### config.mk
export PLATFORM = sky130hd
export DESIGN_NAME = tick_uart_reporter
export DESIGN_NICKNAME = d
export VERILOG_FILES = /design/src/rtl/tick_uart_reporter.sv
export SDC_FILE = /design/constraint.sdc
export NUM_CORES = 1
export LEC_CHECK = 0
export CAP_MARGIN = 20
export CORE_UTILIZATION = 30
export CTS_BUF_LIST = sky130_fd_sc_hd__clkbuf_4
export DETAILED_ROUTE_END_ITERATION = 12
export SYNTH_ARGS = -nofsm -noshare
export SYNTH_HDL_FRONTEND = slang
export SYNTH_SLANG_ARGS = --single-unit
### constraint.sdc
create_clock -name CLK -period 4.4 [get_ports CLK]
set_clock_uncertainty 0.05 [all_clocks]
set_input_delay 0.88 -clock CLK [delete_from_list [all_inputs] [get_ports CLK]]
set_output_delay 0.88 -clock CLK [all_outputs]
set_load 0.01 [all_outputs]
### src/rtl/tick_uart_reporter.sv
// tick_uart_reporter: latches counter on each tick edge and sends it as two hex ASCII digits plus CR LF over 8N1 UART.
module tick_uart_reporter #(
  parameter int CLKS_PER_BIT = 104
) (
  input  logic       CLK,
  input  logic       RST,
  input  logic       tick,
  input  logic [7:0] counter,
  output logic       tx,
  output logic       busy,
  output logic       dropped
);
  localparam int TW = $clog2(CLKS_PER_BIT);
  typedef enum logic [1:0] {IDLE, START, DATA, STOP} state_t;
  state_t        r_state;
  logic          r_tick_q;
  logic [7:0]    r_val;
  logic [1:0]    r_byte_idx;
  logic [2:0]    r_bit_idx;
  logic [TW-1:0] r_timer;
  logic          r_tx;
  logic          r_busy;
  logic          r_dropped;
  logic          w_edge;
  logic          w_last;
  logic [3:0]    w_nib;
  logic [7:0]    w_hex;
  logic [7:0]    w_byte;
  logic [2:0]    w_next_bit;
  assign w_edge     = tick & ~r_tick_q;
  assign w_last     = r_timer == TW'(CLKS_PER_BIT - 1);
  assign w_nib      = r_byte_idx[0] ? r_val[3:0] : r_val[7:4];
  assign w_hex      = (w_nib < 4'd10) ? 8'h30 + {4'h0, w_nib} : 8'h37 + {4'h0, w_nib};
  assign w_byte     = r_byte_idx[1] ? (r_byte_idx[0] ? 8'h0A : 8'h0D) : w_hex;
  assign w_next_bit = r_bit_idx + 3'd1;
  assign tx         = r_tx;
  assign busy       = r_busy;
  assign dropped    = r_dropped;
  // tx is loaded with the next bit's level on the edge that ends the current bit
  always_ff @(posedge CLK or posedge RST) begin
    if (RST) begin
      r_state    <= IDLE;
      r_tick_q   <= 1'b0;
      r_val      <= '0;
      r_byte_idx <= '0;
      r_bit_idx  <= '0;
      r_timer    <= '0;
      r_tx       <= 1'b1;
      r_busy     <= 1'b0;
      r_dropped  <= 1'b0;
    end else begin
      r_tick_q  <= tick;
      r_dropped <= w_edge && (r_state != IDLE);
      if (r_state == IDLE) begin
        if (w_edge) begin
          r_val      <= counter;
          r_byte_idx <= '0;
          r_timer    <= '0;
          r_state    <= START;
          r_tx       <= 1'b0;
          r_busy     <= 1'b1;
        end
      end else if (!w_last) begin
        r_timer <= r_timer + TW'(1);
      end else begin
        r_timer <= '0;
        case (r_state)
          START: begin
            r_state   <= DATA;
            r_bit_idx <= '0;
            r_tx      <= w_byte[0];
          end
          DATA: begin
            if (r_bit_idx == 3'd7) begin
              r_state <= STOP;
              r_tx    <= 1'b1;
            end else begin
              r_bit_idx <= w_next_bit;
              r_tx      <= w_byte[w_next_bit];
            end
          end
          STOP: begin
            if (r_byte_idx != 2'd3) begin
              r_byte_idx <= r_byte_idx + 2'd1;
              r_state    <= START;
              r_tx       <= 1'b0;
            end else begin
              r_state <= IDLE;
              r_tx    <= 1'b1;
              r_busy  <= 1'b0;
            end
          end
          default: r_state <= IDLE;
        endcase
      end
    end
  end
endmodule

# [Yosys cells after proc, flatten, opt, wreduce, memory -nomap -nowiden]
# Index checks and enable logic that the tools add are counted.
[totals] out_inout_bits=3 ff_bits=26
[op_classes] n_lt_le_gt_ge=2 n_eq_ne=10 n_mux=33 add_sub_neg=5 reduce_logical=14 n_bitwise=3
[op_table] op="$mux W7" count=5
[op_table] op="$mux W2" count=9
[op_table] op="$add A6 B4 Y7 const A" count=2
[op_table] op="$mux W1" count=12
[op_table] op="$reduce_and A4 Y1" count=3
[op_table] op="$reduce_bool A2 Y1" count=5
[op_table] op="$ne A2 B2 Y1 const B" count=4
[op_table] op="$add A7 B1 Y7 const B" count=1
[op_table] op="$eq A7 B7 Y1 const B" count=1
[op_table] op="$mux W3" count=2
[op_table] op="$pmux W2 S3" count=1
[op_table] op="$pmux W3 S2" count=1
[op_table] op="$reduce_and A3 Y1" count=2
[op_table] op="$eq A2 B2 Y1 const B" count=2
[op_table] op="$lt A3 B4 Y1 const B" count=1
[op_table] op="$lt A4 B4 Y1 const B" count=1
[op_table] op="$mux W4" count=1
[op_table] op="$reduce_bool A4 Y1" count=1
[op_table] op="$add A3 B1 Y3 const B" count=1
[op_table] op="$bmux W1 S3" count=1
[op_table] op="$eq A3 B3 Y1 const B" count=1
[op_table] op="$ne A3 B3 Y1 const B" count=1
[op_table] op="$pmux W1 S3" count=1
[op_table] op="$add A2 B1 Y2 const B" count=1
[op_table] op="6 further kinds" count=7

# [Depth between registers and ports, before layout]
# Gate-level depths: netlist (run 1).
[logic_depth] depth_word=10 ltp_mapped=9

# [Worst setup path after synthesis (run 1)]
# Ideal clock, no wire load.
[synth_path] path_kind="input port to flip-flop" start="input tick" end="register r_busy (netlist: busy)" arrival_time_ps=1810 slack_ps=2419 n_path_buf=1 stages=6 setup_time_ps=121 required_ps=4229 cell_sequence="nand2b_1 > and2_1 > clkbuf_1 > nor3_2 > nand2_1 > a22o_1"
[synth_between] elab_chain_cells=3
[synth_lines] element="start: declaration" line_no="7" source="input logic tick,"
[synth_lines] element="$and A1 B1 Y1" line_no="30" source="assign w_edge = tick & ~r_tick_q;"
[synth_lines] element="$ne A2 B2 Y1 (no source line)"
[synth_lines] element="$reduce_and A4 Y1 (no source line)"
[synth_lines] element="end signal: assignment" line_no="49" source="r_busy <= 1'b0;"
[synth_lines] element="end signal: assignment" line_no="61" source="r_busy <= 1'b1;"
[synth_lines] element="end signal: assignment" line_no="90" source="r_busy <= 1'b0;"
[synth_lines] element="end: declaration" line_no="22" source="logic r_busy;"
# No other way between the ends.
# A chain may end at the register's enable or synchronous reset.

# [Final worst setup path (run 1)]
[layout_path] start="register r_tx (netlist: tx)" end="output tx"
[layout_lines] element="start: declaration" line_no="21" source="logic r_tx;"
[layout_lines] element="start signal: assignment" line_no="71" source="r_tx <= w_byte[0];"
[layout_lines] element="start signal: assignment" line_no="79" source="r_tx <= w_byte[w_next_bit];"
[layout_lines] element="end: declaration" line_no="9" source="output logic tx,"
# No word-level cell between the ends.

==> results of run 1 <==
## cell families after synthesis
| kind of cell | Yosys count |
|---|---|
| buffers and inverters | 13 |
| AO/OA/AOI/OAI | 45 |
| flip-flops | 26 |
| AND/OR/NAND/NOR | 63 |
| XOR/XNOR | 1 |
| multiplexers | 11 |
| adder cells (fa/ha/maj) | 9 |
## area by class of cell
| class | count | area, um^2 |
|---|---|---|
| Clock buffer | 3 | 22.52 |
| Clock inverter | 1 | 30.03 |
| Fill cell | 523 | 3252 |
| Inverter | 8 | 30.03 |
| Multi-Input combinational cell | 129 | 888.4 |
| Sequential cell | 26 | 651.9 |
| Tap cell | 70 | 87.58 |
| Timing Repair Buffer | 14 | 145.1 |
## power groups by stage
stage | Sequential (W) | Combinational [W] | Clock (W)
after floorplan | 0.000252 | 0.0000191 | 0
after global placement | 0.000252 | 0.0000328 | 0
after detailed placement | 0.000252 | 0.0000332 | 0
after CTS | 0.000248 | 0.0000333 | 0.000172
after global routing | 0.000249 | 0.0000387 | 0.000181
final | 0.000248 | 0.0000342 | 0.000166
## layer usage
layer | part of all wire | vias to the layer above | global-route usage
met5 | 0 | - | 0
met4 | 0.014 | 0 | 0.03774
met3 | 0.021 | 4 | 0.01606
met2 | 0.46 | 14 | 0.2032
met1 | 0.51 | 576 | 0.1764
li1 | - | 632 | -
## sequential cells by signal, indices dropped and copies added (netlist names)
signal	count
dropped	1
tx	1
r_bit_idx	3
r_byte_idx	2
r_val	8
r_timer	7
r_state	2
busy	1
r_tick_q	1
## Yosys cell counts, types with 2 or more instances
master / n / area [um^2]
mux2_1: 5 / 56.30
nor3_1: 3 / 15.01
a21oi_1: 6 / 30.03
or2_1: 2 / 12.51
clkbuf_1: 4 / 15.01
a31oi_1: 3 / 18.77
a22o_1: 4 / 35.03
nor2b_1: 2 / 12.51
or3_1: 2 / 12.51
a211oi_1: 3 / 22.52
o22ai_1: 4 / 25.02
nor2_1: 13 / 48.80
a21o_1: 2 / 15.01
ha_1: 9 / 112.6
nand2b_1: 8 / 50.05
nand3_1: 5 / 25.02
nand2_1: 17 / 63.81
mux2_2: 4 / 45.04
dfrtp_1: 25 / 625.6
o21ai_0: 12 / 60.06
inv_1: 8 / 30.03
and2_1: 5 / 31.28
## worst max-delay path by stage
stage	start	endpoint	slack (ns)
global route	tx$_DFFE_PP1P_	tx	2.00
global placement	tick	busy$_DFFE_PP0P_	1.89
floorplan	tick	busy$_DFFE_PP0P_	2.42
finish	tx$_DFFE_PP1P_	tx	2.06
CTS	tx$_DFFE_PP1P_	tx	2.04
detailed placement	tick	busy$_DFFE_PP0P_	1.82
## through the flow
step | std cells | worst slack [ns] | hold WS [ns] | cell area (um^2) | total power, W
global placement | 246 | 1.891 | 0.4398 | 1788 | 0.0002852
CTS | 250 | 2.042 | 0.4639 | 1841 | 0.0004531
floorplan | 168 | 2.419 | 0.4296 | 1597 | 0.0002708
global route | 251 | 1.997 | 0.4877 | 1856 | 0.0004686
detailed placement | 246 | 1.819 | 0.4407 | 1788 | 0.0002855
finish | 251 | 2.056 | 0.4590 | 1856 | 0.0004485
## worst register-to-register path: stages (launching register included)
cell and delay (ns):
dfrtp_1 0.64, mux2i_4 0.33, ha_1 0.23, nand3_1 0.11, or3_1 0.31, a31oi_1 0.18
nor4_1 0.08, o21ai_1 0.14
==> flow_summary.json, run 1 <==
{
  "final_common_cell": "dfrtp_1",
  "powerDensity_nw_per_um2": 241.7,
  "worstHoldEndpoint": "tx$_DFFE_PP1P_",
  "grt_pass1_vias": 1181,
  "seq_power_share": 0.553,
  "drtIter0Drc": 51,
  "tightestPinTransition_ns": 0.4842,
  "cts_buffer_depth": 2,
  "synth-main-ff-cell": "dfrtp_1",
  "row_count": 26,
  "whs_path_depth": 2,
  "status": "completed",
  "synthAdderAreaFrac": 0.07053,
  "syn2layout_area_growth_pct": 16.22,
  "reg2reg_slack_ns": 2.27,
  "postRouteWirelength_mm": 3.109,
  "yosysSeqAreaShare": 0.4083,
  "path_buf_inv": 1,
  "netSwitchingPower_w": 0.00009378,
  "hpwl_mm": 2.345,
  "final_cell_mix": "25 x dfrtp_1, 17 x nand2_1, 13 x nor2_1, 13 x clkdlybuf4s50_1, 12 x o21ai_0",
  "max-vdd-ir-drop_mv": 0.1015,
  "combPwrFrac": 0.076,
  "drive_gt1_frac": 0.08287,
  "dr.pass1.iters": 4,
  "internal_power_w": 0.0003548,
  "die_x_um": 74.95,
  "startpoint_type": "flip-flop",
  "drc": 0,
  "clkSinkCount": 26,
  "clkLatencyLatePin_ns": 0.32,
  "diodes": 0,
  "synth_mux_area_frac": 0.08386,
  "finalHoldViolCount": 0,
  "hold_class": "flip-flop to flip-flop",
  "cp.arrival_ns": 1.41,
  "ys_async_sr_fraction": 1.000,
  "clkPwrFrac": 0.371,
  "syn-num-nets": 188,
  "core_um2": 5107,
  "p_sw_frac": 0.2091,
  "cts_tree": "done",
  "crit_fanout": 2,
  "fin_crit_sh": 0.5327,
  "synth_compound_area_frac": 0.1912,
  "via_per_inst": 4.884,
  "utilization": 0.3633,
  "ctsRootBufferMaster": "clkbuf_4",
  "yosys.area_share.xor_xnor": 0.005486,
  "rsz0062_at_grt": "false",
  "synth_edf_count": 0,
  "htree_num_levels": 1,
  "synth_warnings": 0,
  "antenna_found_initial": 0,
  "crit_required_ns": 3.47,
  "critPathMaxStageDelay_ns": 0.56,
  "routedWlPerCell_um": 12.39,
  "crit_chain": "clkdlybuf4s50_1",
  "clkTransAtPathRegs_ns": 0.15,
  "synth_top_family_by_area": "simple AND/OR/NAND/NOR gates",
  "max_cap_violations": 0,
  "min_from": "tx$_DFFE_PP1P_",
  "cts_resized": 0,
  "synth.distinct_cells": 44,
  "yosys_register_bits": 26,
  "cp_top_family": "flip-flops",
  "setup_violations": 0,
  "rr_endpoint": "tx$_DFFE_PP1P_",
  "overflow": 0,
  "relSlewSlack": 0.6768,
  "track_usage": 0.1259,
  "hold_buffers": 0,
  "reg2reg_depth": 7,
  "syn_inst": 168,
  "tns_ns": 0,
  "fmax_ghz": 0.4267,
  "via_count": 1226,
  "die_y_um": 74.95,
  "p_leak_nw": 0.7765,
  "grt_pass1_wl_mm": 5.388,
  "dieArea_um2": 5618,
  "endpoint_kind": "primary output",
  "cts_buffers": 3,
  "syn_area_um2": 1597,
  "grt_max_degree": 27,
  "nets": 202,
  "rr_startpoint": "r_byte_idx[0]$_DFFE_PP0P_",
  "finalMaxSlewViolations": 0,
  "cts_setup_buffers": 0,
  "avgSynthCellArea_um2": 9.503,
  "pin_count": 14,
  "place.port_buffers": 13,
  "detail-route-antenna-nets": 0,
  "gp_congestion": 0.7597,
  "cp.depth": 1,
  "initial_core_util": 0.3126,
  "synthSimpleGateAreaFrac": 0.2053,
  "slowest_stage": "dfstp_2",
  "period_needed_ns": 2.344,
  "crit_type": "flip-flop to primary output"
}
Note: power is estimated with default switching activity, not from simulation.
==> run 2, diff against run 1 <==
Clock period 4.4 ns to 2.05 ns, I/O delays scaled along.
==> run 2 against run 1 <==
Against the previous run:
- cell count grew 3.6%
- clock power is 43% higher
- sequential power rose by 110%
- utilization rose by 0.83 points
==> flow_summary.json, run 2 (synthesized netlist as in run 1, its figures left out) <==
{
  "status": "completed",
  "row_count": 26,
  "cts_tree": "done",
  "period_needed_ns": 1.909,
  "rsz0062_at_grt": "false",
  "crit_required_ns": 2.27,
  "max_cap_violations": 0,
  "cts_buffers": 3,
  "p_leak_nw": 0.8086,
  "largest_reg_flops": 8,
  "routedWlPerCell_um": 12.27,
  "grt_pass1_vias": 1245,
  "hpwl_mm": 2.410,
  "p_sw_frac": 0.2480,
  "final_cell_mix": "24 x dfrtp_1, 17 x nand2_1, 13 x nor2_1, 13 x clkdlybuf4s50_1, 12 x o21ai_0",
  "via_per_inst": 4.919,
  "die_y_um": 74.95,
  "rr_startpoint": "r_byte_idx[0]$_DFFE_PP0P_",
  "overflow": 0,
  "cp-startpoint": "r_byte_idx[0]$_DFFE_PP0P_",
  "cp.arrival_ns": 2.13,
  "final_common_cell": "dfrtp_1",
  "gp_congestion": 0.7887,
  "place.port_buffers": 13,
  "dr.pass1.iters": 4,
  "relSlewSlack": 0.7318,
  "rr_endpoint": "tx$_DFFE_PP1P_",
  "tightestPinTransition_ns": 0.4022,
  "regMostFlops": "r_val",
  "finalPower_w": 0.0008445,
  "combPwrFrac": 0.088,
  "diodes": 0,
  "htree_num_levels": 1,
  "detail-route-antenna-nets": 0,
  "ctsRootBufferMaster": "clkbuf_4",
  "finalHoldViolCount": 0,
  "finalMaxSlewViolations": 0,
  "clkSinkCount": 26,
  "core_um2": 5107,
  "endpoint": "tx$_DFFE_PP1P_",
  "antenna_found_initial": 0,
  "largestRegisters": "r_val x8, r_timer x7, r_bit_idx x3",
  "grt_max_degree": 27,
  "drtIter0Drc": 59,
  "crit_type": "flip-flop to flip-flop",
  "netSwitchingPower_w": 0.0002095,
  "postRouteWirelength_mm": 3.190,
  "seq_power_share": 0.631,
  "drc": 0,
  "max-vdd-ir-drop_mv": 0.2719,
  "cts_buffer_depth": 2,
  "dieArea_um2": 5618,
  "initial_core_util": 0.3126,
  "via_count": 1279,
  "die_x_um": 74.95,
  "tns_ns": 0,
  "internal_power_w": 0.0006351,
  "clkLatencyLatePin_ns": 0.33,
  "clkTransAtPathRegs_ns": 0.15,
  "fmax_ghz": 0.5239,
  "fin_crit_sh": 0.9310,
  "clkPwrFrac": 0.281,
  "track_usage": 0.1272,
  "nets": 211,
  "reg2reg_slack_ns": 0.14,
  "hold_class": "input port to async pin",
  "startpoint_type": "flip-flop",
  "powerDensity_nw_per_um2": 444.9,
  "reg2reg_depth": 9,
  "crit_fanout": 6,
  "endpoint_kind": "flip-flop",
  "syn2layout_area_growth_pct": 18.89,
  "pin_count": 14,
  "grt_pass1_wl_mm": 5.513,
  "setup_violations": 0,
  "drive_gt1_frac": 0.1368,
  "cts_setup_buffers": 0
}
-- run 2: changes by cell type in the layout (fill, tap and decap cells not counted) --
cell / delta
bufinv_16: -1
clkinv_1: +1
ha_1: -1
a211oi_1: -1
buf_8: -1
buf_4: +10
dfrtp_1: -1
dfrtp_2: +1
ha_2: +1
a211oi_2: +1
-- run 2: cell type report --
cell class / count / area [um^2]
Multi-Input combinational cell: 129 / 895.9
Sequential cell: 26 / 653.1
Timing Repair Buffer: 23 / 205.2
Inverter: 8 / 30.03
Tap cell: 70 / 87.58
Fill cell: 528 / 3209
Clock inverter: 1 / 3.754
Clock buffer: 3 / 22.52
-- run 2: layer usage --
layer	up-vias	part of all wire	global-route usage
li1	648	-	-
met1	613	0.48	0.1612
met2	16	0.49	0.2252
met3	2	0.020	0.01740
met4	0	0.0072	0.03774
met5	-	0	0
-- run 2: worst min-delay path by stage --
| stage | start | endpoint | depth (start not counted) |
|---|---|---|---|
| 3_3_place_gp | tx$_DFFE_PP1P_ | tx$_DFFE_PP1P_ | 2 |
| 2_1_floorplan | tick | r_tick_q$_DFF_PP0_ | 0 |
| 4_1_cts | RST | r_state[1]$_DFFE_PP0P_ | 3 |
| 6_report | RST | dropped$_DFF_PP0_ | 3 |
| 3_5_place_dp | busy$_DFFE_PP0P_ | busy$_DFFE_PP0P_ | 1 |
| 5_1_grt | RST | r_state[1]$_DFFE_PP0P_ | 3 |
-- run 2: repair_timing --
action | 4_1_cts | 5_1_grt
gates resized for setup | 0 | 3
hold buffers | 0 | 0
endpoints found under the hold margin | 0 | 0
endpoints found under the setup margin | 0 | 1
-- run 2: power by group through the flow --
stage / clock, W / combinational (W) / sequential, W
floorplan: 0 / 0.0000410 / 0.000540
global placement: 0 / 0.0000726 / 0.000542
detailed placement: 0 / 0.0000739 / 0.000542
CTS: 0.000247 / 0.0000740 / 0.000533
global route: 0.000256 / 0.0000842 / 0.000534
finish: 0.000238 / 0.0000744 / 0.000533
-- run 2: stage by stage --
stage	cells	worst slack, ns	instance area [um^2]	util	hold WS [ns]
finish	260	0.1414	1898	0.3716	0.3690
global route	260	0.02818	1898	0.3716	0.4041
CTS	260	0.06011	1889	0.3699	0.3761
detailed placement	256	0.08347	1863	0.3648	0.4382
global placement	256	0.1617	1863	0.3648	0.4420
floorplan	168	0.2625	1597	-	0.3914
-- run 2: worst max-delay path, cell delays in order (launching register included) --
cell and delay (ns):
dfrtp_2 0.48, buf_4 0.17, nand2_1 0.08, and2_1 0.13
ha_2 0.19, nand3_1 0.08, or3_1 0.31, a31oi_1 0.14
nor4_1 0.07, o21ai_1 0.15
==> run 3, diff against run 2 <==
Settings changed: CORE_ASPECT_RATIO set to 0.7.
==> run 3 against run 2 <==
Against the previous run:
- cell area grew 2.9%
- via count grew 1.8%
- flip-flop and latch count is the same
- clock power grew 53%
- sequential share of layout area shrank 0.97 points
- die area is essentially flat
- clock-buffer cell count is the same
- worst hold slack lost 0.011 ns
- power grew 15%
- fmax shrank 0.67%
==> flow_summary.json, run 3 (synthesized netlist as in run 1, its figures left out) <==
{
  "cp.arrival_ns": 2.13,
  "clkLatencyLatePin_ns": 0.33,
  "grt_pass1_wl_mm": 5.589,
  "ctsRootBufferMaster": "clkbuf_4",
  "grt_max_degree": 27,
  "postRouteWirelength_mm": 3.360,
  "htree_num_levels": 1,
  "drc": 0,
  "core_um2": 4940,
  "largestRegisters": "r_val x8, r_timer x7, r_bit_idx x3",
  "num-fill-cells": 512,
  "cts_tree": "done",
  "cts_buffers": 3,
  "setup_violations": 0,
  "crit_type": "flip-flop to flip-flop",
  "grt_pass1_vias": 1179,
  "via_count": 1302,
  "clkSinkCount": 26,
  "finalMaxSlewViolations": 0,
  "die_y_um": 63.04,
  "hold_class": "input port to async pin",
  "hpwl_mm": 2.521,
  "dr.pass1.iters": 4,
  "final_common_cell": "dfrtp_1",
  "dieArea_um2": 5622,
  "drtIter0Drc": 56,
  "gp_congestion": 0.8241,
  "max-vdd-ir-drop_mv": 0.2719,
  "worst_slack_ns": 0.1286,
  "nets": 216,
  "max_cap_violations": 0,
  "period_needed_ns": 1.921,
  "row_count": 21,
  "finalHoldViolCount": 0,
  "via_per_inst": 4.932,
  "rr_startpoint": "r_byte_idx[0]$_DFFE_PP0P_",
  "relSlewSlack": 0.7383,
  "initial_core_util": 0.3232,
  "startpoint_type": "flip-flop",
  "fin_crit_sh": 0.9373,
  "routedWlPerCell_um": 12.73,
  "reg2reg_slack_ns": 0.13,
  "overflow": 0,
  "pin_count": 14,
  "clkTransAtPathRegs_ns": 0.16,
  "crit_fanout": 7,
  "final_cell_mix": "24 x dfrtp_1, 17 x nand2_1, 15 x buf_4",
  "tns_ns": 0,
  "tightestPinTransition_ns": 0.3925,
  "cts_buffer_depth": 2,
  "p_leak_nw": 0.8460,
  "place.port_buffers": 13,
  "hold_buffers": 0,
  "endpoint_kind": "flip-flop",
  "status": "completed",
  "post-place-ws_ns": 0.03865,
  "largest_reg_flops": 8,
  "die_x_um": 89.19,
  "regMostFlops": "r_val",
  "rsz0062_at_grt": "false",
  "track_usage": 0.1282,
  "crit_required_ns": 2.26,
  "reg2reg_depth": 7,
  "powerDensity_nw_per_um2": 495.2,
  "antenna_found_initial": 0,
  "rr_endpoint": "tx$_DFFE_PP1P_",
  "syn2layout_area_growth_pct": 22.34,
  "detail-route-antenna-nets": 0,
  "fmax_ghz": 0.5205,
  "drive_gt1_frac": 0.1538,
  "diodes": 0
}
[run 3: area by class of cell]
type / instances / area, um^2 / area share
multi-input cells: 129 / 888.4 / 0.4548
flip-flops and latches: 26 / 653.1 / 0.3344
repair buffers: 28 / 242.7 / 0.1243
well taps: 69 / 86.33 / 0.04420
clock inverters: 1 / 30.03 / 0.01537
inverters: 8 / 30.03 / 0.01537
clock buffers: 3 / 22.52 / 0.01153
[run 3: worst max path at each step]
stage	slack, ns	to	cells past startpoint	startpoint
after floorplan	0.26	tx$_DFFE_PP1P_	8	r_byte_idx[0]$_DFFE_PP0P_
after global placement	0.12	tx$_DFFE_PP1P_	7	r_byte_idx[0]$_DFFE_PP0P_
after detailed placement	0.04	tx$_DFFE_PP1P_	7	r_byte_idx[0]$_DFFE_PP0P_
after CTS	0.09	tx$_DFFE_PP1P_	7	r_byte_idx[0]$_DFFE_PP0P_
after global routing	0.02	tx$_DFFE_PP1P_	7	r_byte_idx[0]$_DFFE_PP0P_
final	0.13	tx$_DFFE_PP1P_	7	r_byte_idx[0]$_DFFE_PP0P_
[run 3: what timing repair did]
action / in CTS / in global routing
setup buffers: 0 / 3
setup endpoints to repair: 1 / 3
resized for setup: 1 / 0
pin swaps: 0 / 1
[run 3: power breakdown]
part	total (W)	internal, W	switching, W
sequential	0.000533	0.000523	0.00000967
clock	0.000363	0.000198	0.000165
combinational	0.0000714	0.0000393	0.0000321
[run 3: per-stage QoR]
| stage | std cells | total power [W] | utilization | area [um^2] | hold slack, ns |
|---|---|---|---|---|---|
| after global placement | 257 | 0.0006144 | 0.3799 | 1877 | 0.4435 |
| after CTS | 261 | 0.0009882 | 0.3908 | 1931 | 0.3498 |
| after floorplan | 168 | 0.0005813 | - | 1597 | 0.3914 |
| final | 264 | 0.0009671 | 0.3954 | 1953 | 0.3583 |
| after global routing | 264 | 0.001009 | 0.3954 | 1953 | 0.3941 |
| after detailed placement | 257 | 0.0006146 | 0.3799 | 1877 | 0.4380 |
[run 3: per-layer routing]
metal  global-route usage  vias up  routed length, um
met5                    0        -                  0
met1               0.2092      607               1915
li1                     -      662                  -
met3              0.03699        4                137
met4              0.02976        0                 46
met2               0.1594       29               1259
[run 3: worst max-delay path: stages, from the launching register on]
cell and delay, ns:
dfrtp_2 0.47, mux2i_4 0.28, ha_1 0.24, nand3_1 0.11
or3_1 0.32, a31oi_1 0.17, nor4_1 0.07, o21ai_1 0.14
